File: src/rtl/spi_link_if.sv
// Bundles the request/response and bus-observation signals of spi_link.
// The slave modport is the block's view; the master modport is its user's view.
interface spi_link_if;
  logic       start;
  logic [7:0] mosi_data;
  logic [7:0] slave_tx_data;
  logic       busy;
  logic [7:0] miso_data;
  logic [7:0] slave_rx_data;
  logic       sclk;
  logic       mosi;
  logic       miso;
  logic       cs_n;

  modport master (
    output start, mosi_data, slave_tx_data,
    input  busy, miso_data, slave_rx_data, sclk, mosi, miso, cs_n
  );

  modport slave (
    input  start, mosi_data, slave_tx_data,
    output busy, miso_data, slave_rx_data, sclk, mosi, miso, cs_n
  );
endinterface

File: src/rtl/spi_link.sv
// SPI mode-0 master and slave engines joined on an internal bus, one clock domain.
// Optional SPI_LSB_FIRST_EN: both engines shift LSB first instead of MSB first.
module spi_link #(
  parameter int CLK_DIV = 4
) (
  input logic       clk,
  input logic       rst,
  spi_link_if.slave bus
);

`ifdef SPI_LSB_FIRST_EN
  localparam bit LSB_FIRST = 1'b1;
`else
  localparam bit LSB_FIRST = 1'b0;
`endif

  localparam int DW = (CLK_DIV > 1) ? $clog2(CLK_DIV) : 1;

  typedef enum logic [1:0] {IDLE, SETUP, XFER} state_t;

  state_t        state, state_nx;
  logic [DW-1:0] div_cnt;
  logic [3:0]    bit_cnt;
  logic [7:0]    tx_sr, rx_sr, miso_data_r;
  logic          sclk_r, cs_n_r, mosi_r, busy_r;
  logic          tick, load, done;

  logic          s_sclk_q, s_cs_q, s_miso;
  logic [7:0]    s_tx_sr, s_rx_sr, s_rx_data, s_rx_next;
  logic [3:0]    s_cnt;
  logic          cs_fall, s_rise, s_fall;

  assign tick = (div_cnt == DW'(CLK_DIV - 1));

  // ---------------- master FSM ----------------
  always_ff @(posedge clk or posedge rst) begin
    if (rst) state <= IDLE;
    else     state <= state_nx;
  end

  // NOTE: every output of this block is given a default first so no latch is inferred.
  always_comb begin
    state_nx = state;
    load     = 1'b0;
    done     = 1'b0;
    case (state)
      IDLE:  if (bus.start) begin
               load     = 1'b1;
               state_nx = SETUP;
             end
      SETUP: if (tick) state_nx = XFER;
      XFER:  if (tick && sclk_r && bit_cnt == 4'd8) begin
               done     = 1'b1;
               state_nx = IDLE;
             end
      default: state_nx = IDLE;
    endcase
  end

  // NOTE: sequential state uses non-blocking assignments so every register sees pre-edge values.
  always_ff @(posedge clk or posedge rst) begin
    if (rst) begin
      div_cnt     <= '0;
      bit_cnt     <= '0;
      tx_sr       <= '0;
      rx_sr       <= '0;
      miso_data_r <= '0;
      sclk_r      <= 1'b0;
      cs_n_r      <= 1'b1;
      mosi_r      <= 1'b0;
      busy_r      <= 1'b0;
    end else begin
      if (state == IDLE || tick) div_cnt <= '0;
      else                       div_cnt <= div_cnt + DW'(1);

      if (load) begin
        tx_sr   <= bus.mosi_data;
        rx_sr   <= '0;
        bit_cnt <= '0;
        sclk_r  <= 1'b0;
        cs_n_r  <= 1'b0;
        busy_r  <= 1'b1;
        mosi_r  <= LSB_FIRST ? bus.mosi_data[0] : bus.mosi_data[7];
      end else if (state == XFER && tick) begin
        if (!sclk_r) begin
          sclk_r  <= 1'b1;
          rx_sr   <= LSB_FIRST ? {s_miso, rx_sr[7:1]} : {rx_sr[6:0], s_miso};
          bit_cnt <= bit_cnt + 4'd1;
        end else begin
          sclk_r <= 1'b0;
          if (done) begin
            cs_n_r      <= 1'b1;
            busy_r      <= 1'b0;
            mosi_r      <= 1'b0;
            miso_data_r <= rx_sr;
          end else begin
            tx_sr  <= LSB_FIRST ? {1'b0, tx_sr[7:1]} : {tx_sr[6:0], 1'b0};
            mosi_r <= LSB_FIRST ? tx_sr[1] : tx_sr[6];
          end
        end
      end
    end
  end

  // ---------------- slave engine ----------------
  // Edges are detected on the registered bus, so the slave acts one clk after each bus edge.
  assign cs_fall   = !cs_n_r && s_cs_q;
  assign s_rise    = sclk_r && !s_sclk_q;
  assign s_fall    = !sclk_r && s_sclk_q;
  assign s_rx_next = LSB_FIRST ? {mosi_r, s_rx_sr[7:1]} : {s_rx_sr[6:0], mosi_r};

  always_ff @(posedge clk or posedge rst) begin
    if (rst) begin
      s_sclk_q  <= 1'b0;
      s_cs_q    <= 1'b1;
      s_miso    <= 1'b0;
      s_tx_sr   <= '0;
      s_rx_sr   <= '0;
      s_rx_data <= '0;
      s_cnt     <= '0;
    end else begin
      s_sclk_q <= sclk_r;
      s_cs_q   <= cs_n_r;
      if (cs_n_r) begin
        s_miso <= 1'b0;
        s_cnt  <= '0;
      end else if (cs_fall) begin
        s_tx_sr <= bus.slave_tx_data;
        s_miso  <= LSB_FIRST ? bus.slave_tx_data[0] : bus.slave_tx_data[7];
      end else if (s_rise) begin
        s_rx_sr <= s_rx_next;
        s_cnt   <= s_cnt + 4'd1;
        if (s_cnt == 4'd7) s_rx_data <= s_rx_next;
      end else if (s_fall) begin
        s_tx_sr <= LSB_FIRST ? {1'b0, s_tx_sr[7:1]} : {s_tx_sr[6:0], 1'b0};
        s_miso  <= LSB_FIRST ? s_tx_sr[1] : s_tx_sr[6];
      end
    end
  end

  assign bus.busy          = busy_r;
  assign bus.miso_data     = miso_data_r;
  assign bus.slave_rx_data = s_rx_data;
  assign bus.sclk          = sclk_r;
  assign bus.mosi          = mosi_r;
  assign bus.miso          = s_miso;
  assign bus.cs_n          = cs_n_r;

endmodule

File: src/flat_wrapper.sv
// flat-port wrapper written by rule: the top's interface ports become plain ports
module spi_link_flat 
#(
  parameter int CLK_DIV = 4
)
  (clk, rst, bus_start, bus_mosi_data, bus_slave_tx_data, bus_busy, bus_miso_data, bus_slave_rx_data, bus_sclk, bus_mosi, bus_miso, bus_cs_n);
  spi_link_if bus_i ();
  input logic clk;
  input logic rst;
  input wire logic [$bits(bus_i.start)-1:0] bus_start;
  input wire logic [$bits(bus_i.mosi_data)-1:0] bus_mosi_data;
  input wire logic [$bits(bus_i.slave_tx_data)-1:0] bus_slave_tx_data;
  output wire logic [$bits(bus_i.busy)-1:0] bus_busy;
  output wire logic [$bits(bus_i.miso_data)-1:0] bus_miso_data;
  output wire logic [$bits(bus_i.slave_rx_data)-1:0] bus_slave_rx_data;
  output wire logic [$bits(bus_i.sclk)-1:0] bus_sclk;
  output wire logic [$bits(bus_i.mosi)-1:0] bus_mosi;
  output wire logic [$bits(bus_i.miso)-1:0] bus_miso;
  output wire logic [$bits(bus_i.cs_n)-1:0] bus_cs_n;
  assign bus_i.start = bus_start;
  assign bus_i.mosi_data = bus_mosi_data;
  assign bus_i.slave_tx_data = bus_slave_tx_data;
  assign bus_busy = bus_i.busy;
  assign bus_miso_data = bus_i.miso_data;
  assign bus_slave_rx_data = bus_i.slave_rx_data;
  assign bus_sclk = bus_i.sclk;
  assign bus_mosi = bus_i.mosi;
  assign bus_miso = bus_i.miso;
  assign bus_cs_n = bus_i.cs_n;
  spi_link #(.CLK_DIV(CLK_DIV)) u_core (.clk(clk), .rst(rst), .bus(bus_i));
endmodule
File: config.mk
export PLATFORM = sky130hd
export DESIGN_NAME = spi_link_flat
export DESIGN_NICKNAME = d
export VERILOG_FILES = /design/src/rtl/spi_link_if.sv /design/src/rtl/spi_link.sv /design/src/flat_wrapper.sv
export SDC_FILE = /design/constraint.sdc
export NUM_CORES = 1
export LEC_CHECK = 0
export ABC_CLOCK_PERIOD_IN_PS = 1800
export BUFFER_PORTS_ARGS = -buffer_cell sky130_fd_sc_hd__buf_2
export CELL_PAD_IN_SITES_DETAIL_PLACEMENT = 1
export CELL_PAD_IN_SITES_GLOBAL_PLACEMENT = 1
export CORE_ASPECT_RATIO = 0.7
export CORE_MARGIN = 4
export CORE_UTILIZATION = 41
export CTS_CLUSTER_DIAMETER = 40
export CTS_CLUSTER_SIZE = 14
export DETAILED_ROUTE_END_ITERATION = 10
export PLACE_DENSITY_LB_ADDON = 0.3
export SETUP_SLACK_MARGIN = 0.5
export SLEW_MARGIN = 5
export SYNTH_ARGS = -nofsm -noshare
export SYNTH_HDL_FRONTEND = slang
export SYNTH_SLANG_ARGS = --single-unit
File: constraint.sdc
create_clock -name clk -period 1.8 [get_ports clk]
set_input_delay 0.27 -clock clk [delete_from_list [all_inputs] [get_ports clk]]
set_output_delay 0.27 -clock clk [all_outputs]
set_load 0.05 [all_outputs]
# == Word-level counts from Yosys, hierarchy flattened ==
# Index checks and enable logic that the tools add are counted.
# totals
out_inout_bits,21
word_cells,108
regBits,64
# classes
add_sub_neg,3
mux,44
bitwise_logic,3
reduce_logical,28
eq_ne,13
# ops
op,n
$mux W7,7
$mux W4,6
$mux W8,3
$mux W1,23
$reduce_and A3 Y1,5
$ne A2 B1 Y1 const B,5
$reduce_bool A2 Y1,5
$add A4 B1 Y4 const B,2
$mux W2,4
$reduce_and A2 Y1,4
$reduce_and A4 Y1,2
$logic_and A1 B1 Y1,6
$pmux W2 S3,1
$eq A2 B2 Y1 const B,2
$eq A4 B3 Y1 const B,1
$eq A4 B4 Y1 const B,1
$ne A2 B2 Y1 const B,2
$logic_not A1 Y1,3
$ne A3 B1 Y1 const B,1
$not A1 Y1,3
$reduce_bool A3 Y1,1
$add A2 B1 Y2 const B,1
$eq A2 B1 Y1 const B,1
$logic_not A2 Y1,1
$logic_or A1 B1 Y1,1

# == Logic depth before layout (Yosys ltp) ==
# logic_depth
word_depth,9
mapped_depth,6
ltp_nobuf,5

# == Least setup slack after synthesis ==
# OpenSTA, ideal clock, no wires.
# synth_timing
path_kind,reg-to-reg
start,"register u_core.sclk_r, in the netlist u_core.bus.sclk"
end,"register u_core.s_rx_data[0], in the netlist u_core.bus.slave_rx_data[0]"
stages_incl_launch_ff,5
synth_period_minus_slack_ps,2032
setup_time_ps,125
setup_slack_ps,-232
t_arrival_ps,1907
cell_sequence,dfrtp_1 > nor4b_4 > and4b_1 > buf_4 > mux2_2
# synth_via
elab_chain_len,2
# synth_rtl
item,line_no,text
start: declaration,spi_link.sv:25,"logic sclk_r, cs_n_r, mosi_r, busy_r;"
start signal: assignment,spi_link.sv:68,sclk_r <= 1'b0;
start signal: assignment,spi_link.sv:80,sclk_r <= 1'b0;
start signal: assignment,spi_link.sv:86,sclk_r <= 1'b1;
$logic_and A1 B1 Y1,spi_link.sv:108,assign s_rise = sclk_r && !s_sclk_q;
$reduce_and A4 Y1 (no line),n/a,
end signal: assignment,spi_link.sv:133,if (s_cnt == 4'd7) s_rx_data <= s_rx_next;
end: declaration,spi_link.sv:29,"logic [7:0] s_tx_sr, s_rx_sr, s_rx_data, s_rx_next;"
# Every way passes these cells.
# A chain may end at the register's enable or synchronous reset.

# == Worst setup path in the final report ==
# layout_timing
start,register u_core.div_cnt[1]
end,register u_core.tx_sr[4]
# layout_via
elab_chain_len,7
word_cells_on_any_way,9
cone_classes,2 x eq/ne; 2 x mux; 5 x reduce/logical
# layout_rtl
item,line_no,text
start: declaration,spi_link.sv:22,logic [DW-1:0] div_cnt;
start signal: assignment,spi_link.sv:74,else div_cnt <= div_cnt + DW'(1);
$eq A2 B2 Y1 *,spi_link.sv:33,assign tick = (div_cnt == DW'(CLK_DIV - 1));
$logic_and A1 B1 Y1 (2 in a row),spi_link.sv:52,XFER: if (tick && sclk_r && bit_cnt == 4'd8) begin
$mux W1,spi_link.sv:52,
$mux W1,spi_link.sv:46,case (state)
$ne A2 B1 Y1 (no line),n/a,
$reduce_and A3 Y1 (no line) *,n/a,
end signal: assignment,spi_link.sv:77,tx_sr <= bus.mosi_data;
end signal: assignment,spi_link.sv:97,"tx_sr <= LSB_FIRST ? {1'b0, tx_sr[7:1]} : {tx_sr[6:0], 1'b0};"
end: declaration,spi_link.sv:24,"logic [7:0] tx_sr, rx_sr, miso_data_r;"
# Every way passes the cells marked *; elsewhere a longest branch is shown, timed or not.

==> metrics.md <==
| Metric | Value |
|---|---|
| Boundary pin count | `40` |
| Remaining DRCs | `0` |
| GRT overflow | `0` |
| Area of the multi-input gates | `1320 um^2` |
| Post-Place Setup Slack | `0.0718 ns` |
| Port Buf Inserts | `39` |
| H-tree levels | `3` |
| Vias per cell | `5.03` |
| Nets | `315` |
| Share of total power in the clock network | `25.7%` |
| Final period util | `91.9%` |
| DIE HEIGHT | `76.5 um` |
| Hold Vio Cnt, Final | `0` |
| Clock latency on the worst-skew pair | `0.33 ns` |
| Post-synth net total | `241` |
| Vias | `1950` |
| CP startpoint kind | `flip-flop` |
| Sw Pwr | `0.00133 W` |
| First-pass GRT wire length | `11200 um` |
| Mapped Cells | `218` |
| Status | `complete, no violations` |
| DRT Pass-1 Iters | `4` |
| Crit path kind | `reg -> reg` |
| Normalized max-slew margin | `76.1%` |
| Crit-path max FO | `8` |
| Clock Skew | `0.0112 ns` |
| Die area | `8100 um^2` |
| Detailed Route Iter0 Violations | `73` |
| Area post-placement | `3210 um^2` |
| CTS tree | `yes` |
| Antenna Nets Post-Route | `0` |
| Fillers | `645` |
| Vias in the first global route | `2201` |
| Number of synthesized register bits | `64` |
| Critical path, cell by cell | `ha_4 > nand3b_1 > buf_6 > a2bb2oi_4 > mux2_4` |
| P_int | `0.00292 W` |
| Initial antenna violation count | `0` |
| Final setup violation count | `0` |
| Sw frac | `31.3%` |
| Leakage | `1.79 nW` |
| MaxCap Viol Count | `0` |
| Largest net degree at the start of global routing | `65` |
| Worst setup EP type | `flip-flop` |
| Distinct cell type count after synthesis | `40` |
| Ys async rst share | `100%` |
| CP max-delay cell | `dfrtp_1` |
| WP data arrival | `1.87 ns` |
| Antenna diodes | `0` |
| CTS Buf Count | `9` |
| CTS root buf | `clkbuf_8` |
| Power per cell area | `1110 nW/um^2` |
| PnR worst setup slack | `0.146 ns` |
| Gpl congestion | `0.753` |
| Slew @ Worst Pin | `0.358 ns` |
| Fmax | `605 MHz` |
| Slew Viols, Final | `0` |
| Overall routed net length | `6770 um` |
| Reg clk slew, reported paths | `0.07 ns` |
| Starting Density | `43.2%` |
| DIE WIDTH | `106 um` |
| Finished Cell Area | `3840 um^2` |
| Critical path's largest stage delay | `0.41 ns` |
| Core Area | `6370 um^2` |
| Sequential-to-total area share from yosys stat | `58.4%` |
| Wire length per cell | `17.4 um` |
| P&R area growth vs syn | `39.7%` |
| Max clock buf depth | `2` |
| Logic pwr share | `30.5%` |
| Avg Cell Area, Syn | `12.6 um^2` |
| Hold Crit Class | `in -> async` |
| Storage cell area | `1610 um^2` |
| Register share of total power | `43.8%` |
| Layout cell share with drive strength beyond 1 | `53.2%` |
| RSZ-0062 raised after global routing | `true` |
| Post-Syn Area | `2750 um^2` |
| Maximum VDD drop | `0.000735 V` |
| Crit path buf inv count | `1` |
| Clk sink count | `64` |
| Min Tclk post-route | `1.65 ns` |
| Worst Path Required | `2.02 ns` |
| Worst path top cell family by delay | `flip-flops` |
| Yosys Warn Count | `0` |
| Detailed Place HPWL | `4030 um` |
| Main synth FF type | `dfrtp_1` |
| Number of core rows | `24` |
| Post-synth EDFFs | `0` |
| Total GRT Usage | `17.6%` |
==> cell usage in the layout, fill, tap and decap left out, drive strengths merged, types with 2 or more instances in the layout <==
| cell | n |
|---|---|
| clkinv | 2 |
| mux2i | 4 |
| dfstp | 2 |
| nor3b | 2 |
| nand4b | 2 |
| nand3b | 2 |
| mux2 | 35 |
| clkbuf | 16 |
| a22oi | 4 |
| nor2 | 6 |
| a21oi | 3 |
| and2 | 2 |
| a211oi | 2 |
| dfrtp | 62 |
| or3 | 2 |
| ha | 4 |
| clkinvlp | 2 |
| or3b | 2 |
| and3 | 2 |
| inv | 8 |
| o21ai | 15 |
| a31oi | 2 |
| nand2 | 26 |
| o2bb2ai | 7 |
| buf | 70 |
==> power groups by stage <==
stage | registers (W) | clock network [W] | logic [W]
floorplan | 0.00190 | 0 | 0.000692
CTS | 0.00185 | 0.00112 | 0.00114
global placement | 0.00184 | 0 | 0.000913
global route | 0.00189 | 0.00120 | 0.00141
finish | 0.00186 | 0.00109 | 0.00130
detailed placement | 0.00186 | 0 | 0.000974
==> Yosys cell counts, types with 2 or more instances <==
cell type,count,area (um^2)
and3_1,2,12.5
a211oi_1,2,15.0
dfstp_2,2,52.6
mux2i_1,4,40.0
nand3b_1,2,15.0
o21ai_0,15,75.1
a22oi_1,4,30.0
nand2_1,26,97.6
mux2_4,2,30.0
clkbuf_1,7,26.3
mux2_2,33,372
a31oi_1,2,12.5
nand4b_1,2,17.5
o2bb2ai_1,7,61.3
or3b_1,2,17.5
inv_1,9,33.8
a21oi_1,3,15.0
nor3b_1,2,15.0
and2_1,2,12.5
nor2_1,5,18.8
dfrtp_1,62,1550
ha_1,4,50.1
or3_1,2,12.5
==> tightest hold or removal path: stages <==
cell,delay [ns]
buf_2,0.11
clkinvlp_4,0.07
buf_12,0.30
==> cells by family (layout without fill, tap and decap cells) <==
kind of cell / after synthesis / in the layout / synth area share [%]
flops: 64 / 64 / 58.4
simple gates: 53 / 53 / 10.7
mux: 39 / 39 / 16.1
compound gates: 38 / 38 / 9.29
buf+inv: 19 / 98 / 3.42
fa+ha+maj: 4 / 4 / 1.82
xor+xnor: 1 / 1 / 0.319
==> layout make-up <==
type                            instances  area share, %
Multi-Input combinational cell        135           34.4
Timing Repair Buffer                   73           15.5
Sequential cell                        64           41.8
Clock buffer                           13           3.88
Tap cell                               91           2.97
Inverter                                9          0.978
Clock inverter                          3          0.456
==> final timing paths <==
| path | from | endpoint | slack (ns) | depth (start not counted) |
|---|---|---|---|---|
| setup / recovery | u_core.div_cnt[1] | u_core.tx_sr[4] | 0.15 | 5 |
| hold / removal | rst | u_core.bus.miso_data[2] | 0.02 | 3 |
| setup reg to reg | u_core.div_cnt[1] | u_core.tx_sr[4] | 0.15 | 5 |
| hold reg to reg | u_core.s_tx_sr[0] | u_core.s_tx_sr[0] | 0.50 | 1 |
| max in group asynchronous | rst | u_core.bus.cs_n | 1.47 | 3 |
| min in group clk | bus_slave_tx_data[0] | u_core.s_tx_sr[0] | 0.19 | 3 |
==> flip-flops by register name, summed over array words and instances (netlist names), 2 cells and up <==
name / cells
u_core.s_cnt: 4
u_core.tx_sr: 7
u_core.bus.slave_rx_data: 8
u_core.rx_sr: 8
u_core.state: 2
u_core.bit_cnt: 4
u_core.bus.miso_data: 8
u_core.s_tx_sr: 7
u_core.div_cnt: 2
u_core.s_rx_sr: 7
==> per-layer routing <==
metal	up-vias	routed length, um	track usage [%]
li1	918	-	-
met1	976	3160	22.5
met2	44	3220	28.6
met3	12	260	4.57
met4	0	121	6.86
met5	-	0	0
==> per-stage QoR <==
step / utilization (%) / power [W] / TNS [ns] / hold slack, ns / cells
3_5_place_dp: 50.4 / 0.00283 / 0 / 0.392 / 349
5_1_grt: 60.3 / 0.00450 / 0 / 0.0355 / 388
6_report: 60.3 / 0.00425 / 0 / 0.0211 / 388
3_3_place_gp: 50.4 / 0.00276 / 0 / 0.387 / 349
2_1_floorplan: - / 0.00259 / -0.243 / 0.401 / 218
4_1_cts: 57.1 / 0.00410 / 0 / 0.0349 / 379
==> timing repair <==
action                     in CTS  in global routing
hold buffers                    0                  0
setup endpoints to repair      61                 65
pin swaps                       7                 17
setup buffers                  14                  9
gates resized for setup        46                 31
(Power assumes the default switching activity.)
